[src/rtl/serial_pkg.sv]
// ---------------------------------------------------------------------------
// serial_pkg
// Shared definitions for the single-wire serial data path. The transmitter
// (serial_pattern_tx) and the sequence detectors on the receiving end both
// use the state encoding and the frame-length helper.
//
// Contents:
//   state_t    : ST_IDLE / ST_SHIFT transmitter states
//   frame_len  : number of bit periods per frame (data bits + optional parity)
// ---------------------------------------------------------------------------
package serial_pkg;

  typedef enum logic {
    ST_IDLE  = 1'b0,
    ST_SHIFT = 1'b1
  } state_t;

  // Bit periods in one frame: WIDTH data bits, plus one when parity is on.
  function automatic int frame_len(input int width, input bit parity_en);
    return parity_en ? width + 1 : width;
  endfunction

endpackage : serial_pkg

[src/rtl/bit_clk_div.sv]
// ---------------------------------------------------------------------------
// bit_clk_div
// Bit-period divider for the serial transmitter. Counts DIV system clocks per
// serial bit and produces the registered bit clock and bit strobe.
//
// Parameters:
//   DIV      clock cycles per serial bit (even, >= 2)
//
// Ports:
//   clock    in   system clock, rising edge
//   clear    in   asynchronous active-low reset
//   start    in   begin a new bit period at the next edge (div_cnt -> 0)
//   en       in   advance within the current bit period
//   clk1     out  registered bit clock, high for the first DIV/2 cycles
//   bit_stb  out  registered one-cycle pulse in the first cycle of a period
//   tc       out  terminal count: last cycle of the current bit period
//
// With neither start nor en asserted the divider parks at 0 with clk1 low.
// The counter never wraps on its own; the owner restarts it with start.
// ---------------------------------------------------------------------------
module bit_clk_div #(
  parameter int DIV = 4
) (
  input  logic clock,
  input  logic clear,
  input  logic start,
  input  logic en,
  output logic clk1,
  output logic bit_stb,
  output logic tc
);

  localparam int DCW = $clog2(DIV);
  localparam logic [DCW-1:0] DIV_LAST = DCW'(DIV - 1);
  localparam logic [DCW-1:0] DIV_HALF = DCW'(DIV / 2);

  logic [DCW-1:0] div_cnt;
  logic [DCW-1:0] div_inc;

  assign tc      = (div_cnt == DIV_LAST);
  assign div_inc = div_cnt + DCW'(1);

  // NOTE: sequential state uses non-blocking assignments so every flop samples
  // the pre-edge values of its neighbours, independent of statement order.
  always_ff @(posedge clock or negedge clear) begin
    if (!clear) begin
      div_cnt <= '0;
      clk1    <= 1'b0;
      bit_stb <= 1'b0;
    end else if (start) begin
      div_cnt <= '0;
      clk1    <= 1'b1;
      bit_stb <= 1'b1;
    end else if (en && !tc) begin
      // clk1 is registered, so it is decoded from the value div_cnt is about
      // to take rather than the current one.
      div_cnt <= div_inc;
      clk1    <= (div_inc < DIV_HALF);
      bit_stb <= 1'b0;
    end else begin
      div_cnt <= '0;
      clk1    <= 1'b0;
      bit_stb <= 1'b0;
    end
  end

endmodule : bit_clk_div

[src/rtl/serial_pattern_tx.sv]
// ---------------------------------------------------------------------------
// serial_pattern_tx
// Serial bit-stream transmitter feeding a detector's dI input. Accepts a
// parallel word via load/ready, shifts it out MSB-first with DIV clocks per
// bit, and optionally recirculates the word with no gap between frames.
//
// Parameters:
//   WIDTH     data bits per frame (2..32)
//   DIV       clock cycles per serial bit (even, >= 2)
//   IDLE_LVL  level on dO when not transmitting
//
// Ports:
//   clock    in   system clock, all state on rising edge
//   clear    in   asynchronous active-low reset
//   load     in   word valid; accepted when load && ready at a rising edge
//   din      in   parallel word, captured on acceptance
//   rep      in   1 = recirculate captured word, 0 = one-shot (sampled at
//                 frame end only)
//   dO       out  serial data, MSB first
//   clk1     out  bit clock, high for first DIV/2 cycles of each bit
//   bit_stb  out  pulse in the first cycle of every bit period
//   ready    out  high in IDLE
//   busy     out  high in SHIFT
//   done     out  one-cycle pulse after the last bit period of a frame
//
// Build option:
//   SERIAL_TX_PARITY_EN  appends an even-parity bit (XOR of the data bits)
//                        after the LSB; frame becomes (WIDTH+1)*DIV cycles.
// ---------------------------------------------------------------------------
module serial_pattern_tx
  import serial_pkg::*;
#(
  parameter int   WIDTH    = 8,
  parameter int   DIV      = 4,
  parameter logic IDLE_LVL = 1'b1
) (
  input  logic             clock,
  input  logic             clear,
  input  logic             load,
  input  logic [WIDTH-1:0] din,
  input  logic             rep,
  output logic             dO,
  output logic             clk1,
  output logic             bit_stb,
  output logic             ready,
  output logic             busy,
  output logic             done
);

`ifdef SERIAL_TX_PARITY_EN
  localparam bit PAR_EN = 1'b1;
`else
  localparam bit PAR_EN = 1'b0;
`endif

  localparam int NBITS = frame_len(WIDTH, PAR_EN);
  localparam int BCW   = $clog2(WIDTH + 1);
  localparam logic [BCW-1:0] LAST_BIT = BCW'(NBITS - 1);

  state_t           state, state_d;
  logic [WIDTH-1:0] shreg, shreg_d;
  logic [WIDTH-1:0] shadow, shadow_d;
  logic [BCW-1:0]   bit_cnt, bit_cnt_d;
  logic             dout_d;
  logic             done_d;
  logic             div_start;
  logic             div_en;
  logic             div_tc;
  logic             next_bit;

  bit_clk_div #(
    .DIV (DIV)
  ) u_div (
    .clock   (clock),
    .clear   (clear),
    .start   (div_start),
    .en      (div_en),
    .clk1    (clk1),
    .bit_stb (bit_stb),
    .tc      (div_tc)
  );

  // Bit that follows the current one: the next data bit out of the shift
  // register, or the parity bit once the LSB period ends.
`ifdef SERIAL_TX_PARITY_EN
  localparam logic [BCW-1:0] LAST_DATA = BCW'(WIDTH - 1);
  logic parity;
  assign parity   = ^shadow;
  assign next_bit = (bit_cnt == LAST_DATA) ? parity : shreg[WIDTH-2];
`else
  assign next_bit = shreg[WIDTH-2];
`endif

  assign ready = (state == ST_IDLE);
  assign busy  = (state == ST_SHIFT);

  always_ff @(posedge clock or negedge clear) begin
    if (!clear) begin
      state   <= ST_IDLE;
      shreg   <= '0;
      shadow  <= '0;
      bit_cnt <= '0;
      dO      <= IDLE_LVL;
      done    <= 1'b0;
    end else begin
      state   <= state_d;
      shreg   <= shreg_d;
      shadow  <= shadow_d;
      bit_cnt <= bit_cnt_d;
      dO      <= dout_d;
      done    <= done_d;
    end
  end

  always_comb begin
    // NOTE: every signal gets a default before the case so no path leaves it
    // unassigned, which would otherwise infer a latch.
    state_d   = state;
    shreg_d   = shreg;
    shadow_d  = shadow;
    bit_cnt_d = bit_cnt;
    dout_d    = dO;
    done_d    = 1'b0;
    div_start = 1'b0;
    div_en    = 1'b0;

    unique case (state)
      ST_IDLE: begin
        dout_d = IDLE_LVL;
        if (load) begin
          shreg_d   = din;
          shadow_d  = din;
          dout_d    = din[WIDTH-1];
          bit_cnt_d = '0;
          div_start = 1'b1;
          state_d   = ST_SHIFT;
        end
      end

      ST_SHIFT: begin
        if (!div_tc) begin
          div_en = 1'b1;
        end else if (bit_cnt != LAST_BIT) begin
          shreg_d   = shreg << 1;
          dout_d    = next_bit;
          bit_cnt_d = bit_cnt + BCW'(1);
          div_start = 1'b1;
        end else begin
          // Frame end: rep is only looked at here, so dropping it mid-frame
          // lets the current frame finish.
          done_d    = 1'b1;
          bit_cnt_d = '0;
          if (rep) begin
            shreg_d   = shadow;
            dout_d    = shadow[WIDTH-1];
            div_start = 1'b1;
          end else begin
            dout_d  = IDLE_LVL;
            state_d = ST_IDLE;
          end
        end
      end

      default: state_d = ST_IDLE;
    endcase
  end

endmodule : serial_pattern_tx

[config.mk]
export PLATFORM = sky130hd
export DESIGN_NAME = serial_pattern_tx
export DESIGN_NICKNAME = d
export VERILOG_FILES = /design/src/rtl/serial_pkg.sv /design/src/rtl/bit_clk_div.sv /design/src/rtl/serial_pattern_tx.sv
export SDC_FILE = /design/constraint.sdc
export NUM_CORES = 1
export LEC_CHECK = 0
export ABC_CLOCK_PERIOD_IN_PS = 2000
export CAP_MARGIN = 20
export CORE_MARGIN = 2
export CORE_UTILIZATION = 50
export DETAILED_ROUTE_END_ITERATION = 12
export PLACE_DENSITY = 0.74
export SYNTH_ARGS = -nofsm -noshare
export SYNTH_HDL_FRONTEND = slang
export SYNTH_HIERARCHICAL = 1
export SYNTH_SLANG_ARGS = --single-unit
[constraint.sdc]
create_clock -name clock -period 2 [get_ports clock]
set_input_delay 0.3 -clock clock [delete_from_list [all_inputs] [get_ports clock]]
set_output_delay 0.3 -clock clock [all_outputs]
set_load 0.02 [all_outputs]
==> flow_summary.yaml, run 1 <==
timing:
  setup_viol: 0
  hold_slack_ns: 0.329
  fin_skew_ns: 0.00869
  fin_setup_tns_ns: 0
  slew_headroom_pct: 72.9
  worstMarginPinSlew_ns: 0.402
  fin_crit_sh_pct: 92.2
  max_freq_mhz: 542
  slew_violations: 0
  period_needed_ns: 1.84
  rsz0062_at_grt: "no"
  hold_violations: 0
synthesis:
  synthMuxAreaShare_pct: 2.31
  synth_top_family_by_area: "simple AND/OR/NAND/NOR gates"
  yosysWarningCount: 6
  netlist_instances: 140
  synth_seq_cells: 26
  avgSynthCellArea_um2: 9.30
  synth_edf_count: 0
  synth_area_um2: 1300
  yosys.area_share.simple_pct: 23.9
  synthAdderAreaFrac_pct: 1.92
  synthFlopType: "dfrtp_1"
  ys_types: 35
  synthArstFlopShare_pct: 100
  synth_compound_area_share_pct: 16.7
  synth-xor-area-share_pct: 0.672
  syn-num-nets: 154
  yosysSeqAreaShare_pct: 50.0
place:
  dp_hpwl_mm: 1.97
  port_buffers: 17
  place_area_um2: 1530
  place_congestion: 0.776
finish:
  layout-drive-gt1-share_pct: 11.7
  final_net_count: 177
  seqCellArea_um2: 652
  diodes: 0
  final_cell_area_um2: 1560
  multi_input_area_um2: 593
  synthToLayoutAreaGrowth_pct: 20.1
  fillers: 234
clock_network:
  postCtsResizedCells: 0
  cts.clk_slew.worst_paths_ns: 0.14
  cts_buffers: 3
  clk_latency_ns: 0.32
  htreeDepth: 1
  cts_setup_buffers: 0
  hold_buffers: 0
  cts_buffer_depth: 2
  clock_sink_count: 26
  cts_root_buffer: "clkbuf_4"
  cts_tree: "built"
floorplan:
  ios: 18
  initial_core_util_pct: 52.6
  die_area_um2: 3030
  die_y_um: 55.0
  core_um2: 2480
  fp-row-count: 18
  die_w_um: 55.0
drt:
  dr.pass1.iters: 4
  drtIter0Drc: 27
  ant_nets: 0
  avgViaCountPerCell: 5.67
  drcViolationCount: 0
  wl_per_cell_um: 14.2
  dr_total_vias: 1088
  wl_mm: 2.72
setup_path:
  cp_top_family: "simple AND/OR/NAND/NOR gates"
  path_cells: "ha_1 > nor4bb_4 > o21ai_0 > nor4b_1"
  cp.depth: 4
  critPathArrivalTime_ns: 2.06
  crit_buf_inv: 0
  required_ns: 2.21
  worstRegToRegCells: 4
  cpPeakStageDelay_ns: 0.45
  startpoint_type: "flip-flop"
  critPathKind: "reg2reg"
  slowest_stage: "dfrtp_1"
  path_max_fanout: 5
  endpoint_kind: "flip-flop"
pwr:
  vdd_drop_max_mv: 1.03
  clockPowerShare_pct: 13.7
  seqPwrFrac_pct: 45.8
  comb_power_share_pct: 40.5
  internal_power_mw: 1.22
  swShare_pct: 36.7
  p_leak_nw: 0.686
  power.density_nw_per_um2: 1230
  switchingPower_mw: 0.708
min_path:
  min_path_type: "in2async"
global_route:
  grt.total_usage_pct: 22.5
  grt_pass1_wl_mm: 4.86
  grt_max_degree: 27
  antenna_found_initial: 0
  overflow: 0
  grt_pass1_vias: 1091
outcome:
  status: "completed"
job:
  max_cap_violations: 0
cells by family after synthesis:
family                     after synthesis
AOI/OAI and AO/OA                       34
xor gates and xnor gates                 1
adders and majority gates                2
buffers and inverters                   12
DFF                                     26
muxes                                    3
and+or+nand+nor                         62
path summary, 6_finish.rpt:
check	start	slack [ns]	endpoint
min	clear	0.33	done
min reg2reg	u_div/div_cnt[0]	0.47	u_div/div_cnt[0]
max reg2reg	bit_cnt[0]	0.16	u_div/div_cnt[0]
max in group asynchronous	clear	1.37	dO
min in group clock	u_div/div_cnt[0]	0.47	u_div/div_cnt[0]
max	bit_cnt[0]	0.16	u_div/div_cnt[0]
cell type report:
cell class                      count  share of cell area [%]
Timing Repair Buffer               24                    14.2
Inverter                            6                    1.44
Clock buffer                        4                    2.32
Sequential cell                    26                    41.7
Tap cell                           30                    2.40
Multi-Input combinational cell    102                    37.9
layout by cell type, fill, tap and decap left out, types with 2 or more instances in the layout:
cell,instances
nand2_1,38
dfrtp_1,25
clkdlybuf4s50_1,17
o21ai_0,12
nor2_1,7
buf_4,7
o22ai_1,6
inv_1,5
a221oi_1,4
mux2i_1,3
a31oi_1,3
a21oi_1,3
clkbuf_4,3
nor3_1,2
nand4_1,2
and2_1,2
a211oi_1,2
ha_1,2
power by group through the flow:
| stage | registers (mW) | clock network, mW | logic [mW] |
|---|---|---|---|
| 2_1_floorplan | 0.881 | 0 | 0.550 |
| 3_3_place_gp | 0.882 | 0 | 0.746 |
| 3_5_place_dp | 0.893 | 0 | 0.781 |
| 4_1_cts | 0.883 | 0.271 | 0.784 |
| 5_1_grt | 0.912 | 0.286 | 0.899 |
| 6_report | 0.884 | 0.264 | 0.780 |
flip-flops by register name, summed over array words and instances (netlist names):
register,flops
done,1
dO,1
u_div/div_cnt,2
busy,1
u_div/bit_stb,1
shadow,8
bit_cnt,4
shreg,7
u_div/clk1,1
worst reg2reg max path: stages (launching register included):
cell and delay (ns):
dfrtp_1 0.45, ha_1 0.29, nor4bb_4 0.42, o21ai_0 0.25, nor4b_1 0.34
per-layer routing:
layer	share of wire (%)	wire, µm	up-vias	GRT usage (%)
li1	-	-	538	-
met1	48	1310	519	31.2
met2	47	1280	29	36.3
met3	4.3	118	2	3.23
met4	0.48	13	0	7.32
met5	0	0	-	0
synth_stat cells (3+ instances only):
cell type  count  area, µm²
a21oi_1        3       15.0
o22ai_1        6       37.5
inv_1          5       18.8
o21ai_0       12       60.1
a221oi_1       4       35.0
buf_2          4       20.0
mux2i_1        3       30.0
a31oi_1        3       18.8
nand2_1       38        143
nor2_1         7       26.3
dfrtp_1       25        626
through the flow:
step | cells | worst slack (ns) | total power, mW | util, %
floorplan | 140 | 0.234 | 1.43 | -
global placement | 188 | 0.200 | 1.63 | 61.7
detailed placement | 188 | 0.0825 | 1.67 | 61.7
CTS | 192 | 0.182 | 1.94 | 63.1
global route | 192 | 0.0156 | 2.10 | 63.1
finish | 192 | 0.155 | 1.93 | 63.1
(Power assumes the default switching activity.)
==> inputs of run 2 (changes only) <==
- CAP_MARGIN: 20 -> 5
- PLACE_DENSITY: 0.74 -> default
- PLACE_DENSITY_LB_ADDON: default -> 0.25
- SKIP_LAST_GASP: default -> 1
==> run 2 against run 1 <==
Clock power rose by 36%. Global-route usage fell by 1.1 points. Cell area rose by 2.0%. Via count rose by 2.8%. Largest power group unchanged.
==> flow_summary.yaml, run 2 (same netlist as run 1, synthesis figures left out) <==
clock_network:
  cts_buffers: 3
  postCtsResizedCells: 0
  cts_buffer_depth: 2
  clock_sink_count: 26
  cts.clk_slew.worst_paths_ns: 0.14
  cts_tree: "built"
  cts_setup_buffers: 0
  hold_buffers: 0
  clk_latency_ns: 0.32
  htreeDepth: 1
  cts_root_buffer: "clkbuf_4"
setup_path:
  worstRegToRegCells: 4
  endpoint_kind: "primary output"
  crit_path_end: "ready"
  r2r-start: "bit_cnt[0]"
  required_ns: 1.70
  path_max_fanout: 9
  r2r_slack_ns: 0.21
  critPathArrivalTime_ns: 1.52
  timing.rr.end: "u_div/div_cnt[0]"
  critPathKind: "reg2out"
  worstSetupStartpoint: "busy"
  startpoint_type: "flip-flop"
drt:
  drtIter0Drc: 38
  avgViaCountPerCell: 5.77
  wl_per_cell_um: 14.5
  dr.pass1.iters: 4
  wl_mm: 2.82
  ant_nets: 0
  dr_total_vias: 1119
  drcViolationCount: 0
timing:
  hold_violations: 0
  rsz0062_at_grt: "no"
  hold_slack_ns: 0.325
  period_needed_ns: 1.82
  fin_skew_ns: 0.00283
  slew_headroom_pct: 73.3
  worstMarginPinSlew_ns: 0.398
  fin_crit_sh_pct: 90.9
  setup_viol: 0
  fin_setup_tns_ns: 0
  max_freq_mhz: 550
  slew_violations: 0
pwr:
  swShare_pct: 35.4
  seqPwrFrac_pct: 43.1
  switchingPower_mw: 0.718
  p_leak_nw: 0.704
  internal_power_mw: 1.31
  power.density_nw_per_um2: 1270
  vdd_drop_max_mv: 0.897
  power.total_mw: 2.03
  clockPowerShare_pct: 17.8
  comb_power_share_pct: 39.2
place:
  place_congestion: 0.787
  dp_hpwl_mm: 2.01
  port_buffers: 17
finish:
  layout-drive-gt1-share_pct: 12.8
  regMostFlops: "shadow"
  reg_top3: "shadow x8, shreg x7, bit_cnt x4"
  mostFrequentLayoutCells: "nand2_1 (38), dfrtp_1 (25), clkdlybuf4s50_1 (17)"
  diodes: 0
  final_common_cell: "nand2_1"
  largest_reg_flops: 8
  synthToLayoutAreaGrowth_pct: 22.5
  fillers: 218
  final_net_count: 179
global_route:
  grt_pass1_vias: 1009
  antenna_found_initial: 0
  overflow: 0
  grt.total_usage_pct: 21.4
  grt_max_degree: 27
  grt_pass1_wl_mm: 4.60
floorplan:
  die_y_um: 55.0
  die_w_um: 55.0
  die_area_um2: 3030
  fp-row-count: 18
  core_um2: 2480
  initial_core_util_pct: 52.6
  ios: 18
job:
  max_cap_violations: 0
min_path:
  min_path_type: "in2async"
outcome:
  status: "completed"
-- run 2: changes by cell type in the layout (fill, tap and decap cells not counted), sizes merged --
cell and delta:
buf +2, bufinv +1, clkbuf -1
-- run 2: how the worst min path moves through the flow --
stage / start / endpoint / slack (ns) / depth (start not counted)
after CTS: clear / shadow[0] / 0.33 / 2
after global placement: u_div/div_cnt[0] / u_div/div_cnt[0] / 0.43 / 1
after floorplan: clear / bit_cnt[0] / 0.004 / 0
after detailed placement: u_div/div_cnt[0] / u_div/div_cnt[0] / 0.45 / 1
final: clear / shadow[2] / 0.33 / 2
after global routing: clear / shreg[2] / 0.35 / 2
-- run 2: routing by layer --
layer	GRT usage [%]	vias to the layer above	routed length (µm)
li1	-	537	-
met1	29.7	547	1310
met2	34.1	33	1330
met3	2.69	2	160
met4	8.13	0	15
met5	0	-	0
-- run 2: per-stage QoR --
stage	utilization [%]	cells	worst slack, ns	cell area [µm²]
after floorplan	-	140	0.234	1300
after global placement	62.3	190	0.275	1540
after detailed placement	62.3	190	0.204	1540
after CTS	64.4	194	0.157	1600
after global routing	64.4	194	0.0446	1600
final	64.4	194	0.182	1600
-- run 2: worst max-delay path, cell delays in order (launching register included) --
cell and delay (ns):
dfrtp_1 0.37, clkinv_1 0.22, clkdlybuf4s50_1 0.61
-- run 2: final cells by class --
| class | instances | area, µm² | share of cell area [%] |
|---|---|---|---|
| clock inverters | 1 | 30.0 | 1.88 |
| clock buffers | 3 | 22.5 | 1.41 |
| multi-input cells | 102 | 593 | 37.2 |
| inverters | 6 | 22.5 | 1.41 |
| repair buffers | 26 | 238 | 14.9 |
| flip-flops and latches | 26 | 652 | 40.9 |
| well taps | 30 | 37.5 | 2.35 |
-- run 2: power by group through the flow --
stage	sequential [mW]	combinational (mW)	clock (mW)
after floorplan	0.881	0.550	0
after global placement	0.877	0.756	0
after detailed placement	0.881	0.793	0
after CTS	0.872	0.795	0.363
after global routing	0.903	0.893	0.386
final	0.875	0.795	0.360
==> inputs of run 3 (changes only) <==
- ABC_CLOCK_PERIOD_IN_PS: 2000 -> 2300
- CAP_MARGIN: 5 -> 40
- clock period: 2 -> 2.3 ns (I/O delays scaled with it)
==> run 3 against run 2 <==
Cell area shrank 3.5%. First-iteration DRC count is 29% lower. Register-to-register slack improved by 0.23 ns.
==> flow_summary.yaml, run 3 (same netlist as run 1, synthesis figures left out) <==
drt:
  wl_per_cell_um: 14.6
  drcViolationCount: 0
  dr.pass1.iters: 4
  dr_total_vias: 1086
  wl_mm: 2.78
  drtIter0Drc: 27
  avgViaCountPerCell: 5.72
  ant_nets: 0
clock_network:
  cts_setup_buffers: 0
  htreeDepth: 1
  cts_root_buffer: "clkbuf_4"
  clock_sink_count: 26
  cts_buffer_depth: 2
  cts_buffers: 3
  hold_buffers: 0
  clk_latency_ns: 0.32
  cts_tree: "built"
  postCtsResizedCells: 0
  cts.clk_slew.worst_paths_ns: 0.14
outcome:
  status: "completed"
finish:
  final_net_count: 175
  reg_top3: "shadow x8, shreg x7, bit_cnt x4"
  mostFrequentLayoutCells: "nand2_1 (38), dfrtp_1 (25), clkdlybuf4s50_1 (17)"
  final_cell_area_um2: 1540
  final_common_cell: "nand2_1"
  diodes: 0
  largest_reg_flops: 8
  regMostFlops: "shadow"
  fillers: 206
  layout-drive-gt1-share_pct: 10.0
  synthToLayoutAreaGrowth_pct: 18.2
floorplan:
  die_y_um: 55.0
  ios: 18
  initial_core_util_pct: 52.6
  fp-row-count: 18
  die_area_um2: 3030
  core_um2: 2480
  die_w_um: 55.0
setup_path:
  slowest_stage: "dfrtp_1"
  startpoint_type: "flip-flop"
  critPathArrivalTime_ns: 1.68
  path_max_fanout: 12
  cpPeakStageDelay_ns: 0.64
  critPathKind: "reg2out"
  path_cells: "clkinv_1 > clkdlybuf4s50_1"
  endpoint_kind: "primary output"
  required_ns: 1.96
global_route:
  grt_pass1_wl_mm: 4.70
  antenna_found_initial: 0
  grt_pass1_vias: 1061
  grt.total_usage_pct: 21.6
  grt_max_degree: 27
  overflow: 0
timing:
  slew_violations: 0
  max_freq_mhz: 495
  hold_violations: 0
  fin_setup_tns_ns: 0
  period_needed_ns: 2.02
  fin_crit_sh_pct: 87.9
  fin_ws_ns: 0.279
  rsz0062_at_grt: "no"
  worstMarginPinSlew_ns: 0.488
  slew_headroom_pct: 67.5
  fin_skew_ns: 0.0144
  setup_viol: 0
place:
  port_buffers: 17
  place_congestion: 0.876
  place_area_um2: 1510
  pre_cts_ws_ns: 0.350
  dp_hpwl_mm: 1.97
job:
  max_cap_violations: 0
pwr:
  vdd_drop_max_mv: 0.671
  power.density_nw_per_um2: 1060
  p_leak_nw: 0.672
min_path:
  min_path_type: "in2async"
[run 3: final cells by class]
type,instances,area [µm²],area share (%)
clock buffer,4,26.3,1.71
inverter,6,22.5,1.46
multi-input combinational,102,593,38.5
sequential,26,652,42.4
tap,30,37.5,2.44
timing repair buffer,22,208,13.5
[run 3: final timing paths]
check / from / end / slack, ns / cells after the start
max: busy / ready / 0.28 / 2
min: clear / shadow[2] / 0.38 / 2
max reg2reg: u_div/div_cnt[0] / u_div/div_cnt[1] / 0.44 / 4
min reg2reg: u_div/div_cnt[0] / u_div/div_cnt[0] / 0.47 / 1
max in group asynchronous: clear / dO / 1.62 / 2
min in group clock: u_div/div_cnt[0] / u_div/div_cnt[0] / 0.47 / 1
[run 3: per-layer routing]
| layer | part of all wire, % | wire length [µm] | GRT usage, % | vias up |
|---|---|---|---|---|
| met2 | 48 | 1340 | 36.9 | 36 |
| met3 | 5.3 | 147 | 2.96 | 2 |
| met1 | 46 | 1270 | 29.1 | 515 |
| met4 | 0.76 | 21 | 5.28 | 0 |
| li1 | - | - | - | 533 |
| met5 | 0 | 0 | 0 | - |
[run 3: per-stage QoR]
| stage | hold slack [ns] | cells | power, mW | utilization [%] |
|---|---|---|---|---|
| floorplan | 0.0494 | 140 | 1.24 | - |
| global placement | 0.426 | 186 | 1.41 | 61.1 |
| detailed placement | 0.456 | 186 | 1.45 | 61.1 |
| CTS | 0.388 | 190 | 1.65 | 62.1 |
| global route | 0.407 | 190 | 1.79 | 62.1 |
| finish | 0.378 | 190 | 1.64 | 62.1 |
[run 3: where the power goes]
part	leakage, nW	internal [mW]	switching [mW]	total [mW]
registers	0.320	0.640	0.126	0.766
logic	0.337	0.315	0.361	0.676
clock network	0.0150	0.0678	0.128	0.196
total	0.672	1.02	0.615	1.64
[run 3: critical path: cells and delay by family (launching register included)]
kind                   cells  cell delay, ns
buffers and inverters      2            0.74
flip-flops                 1            0.64
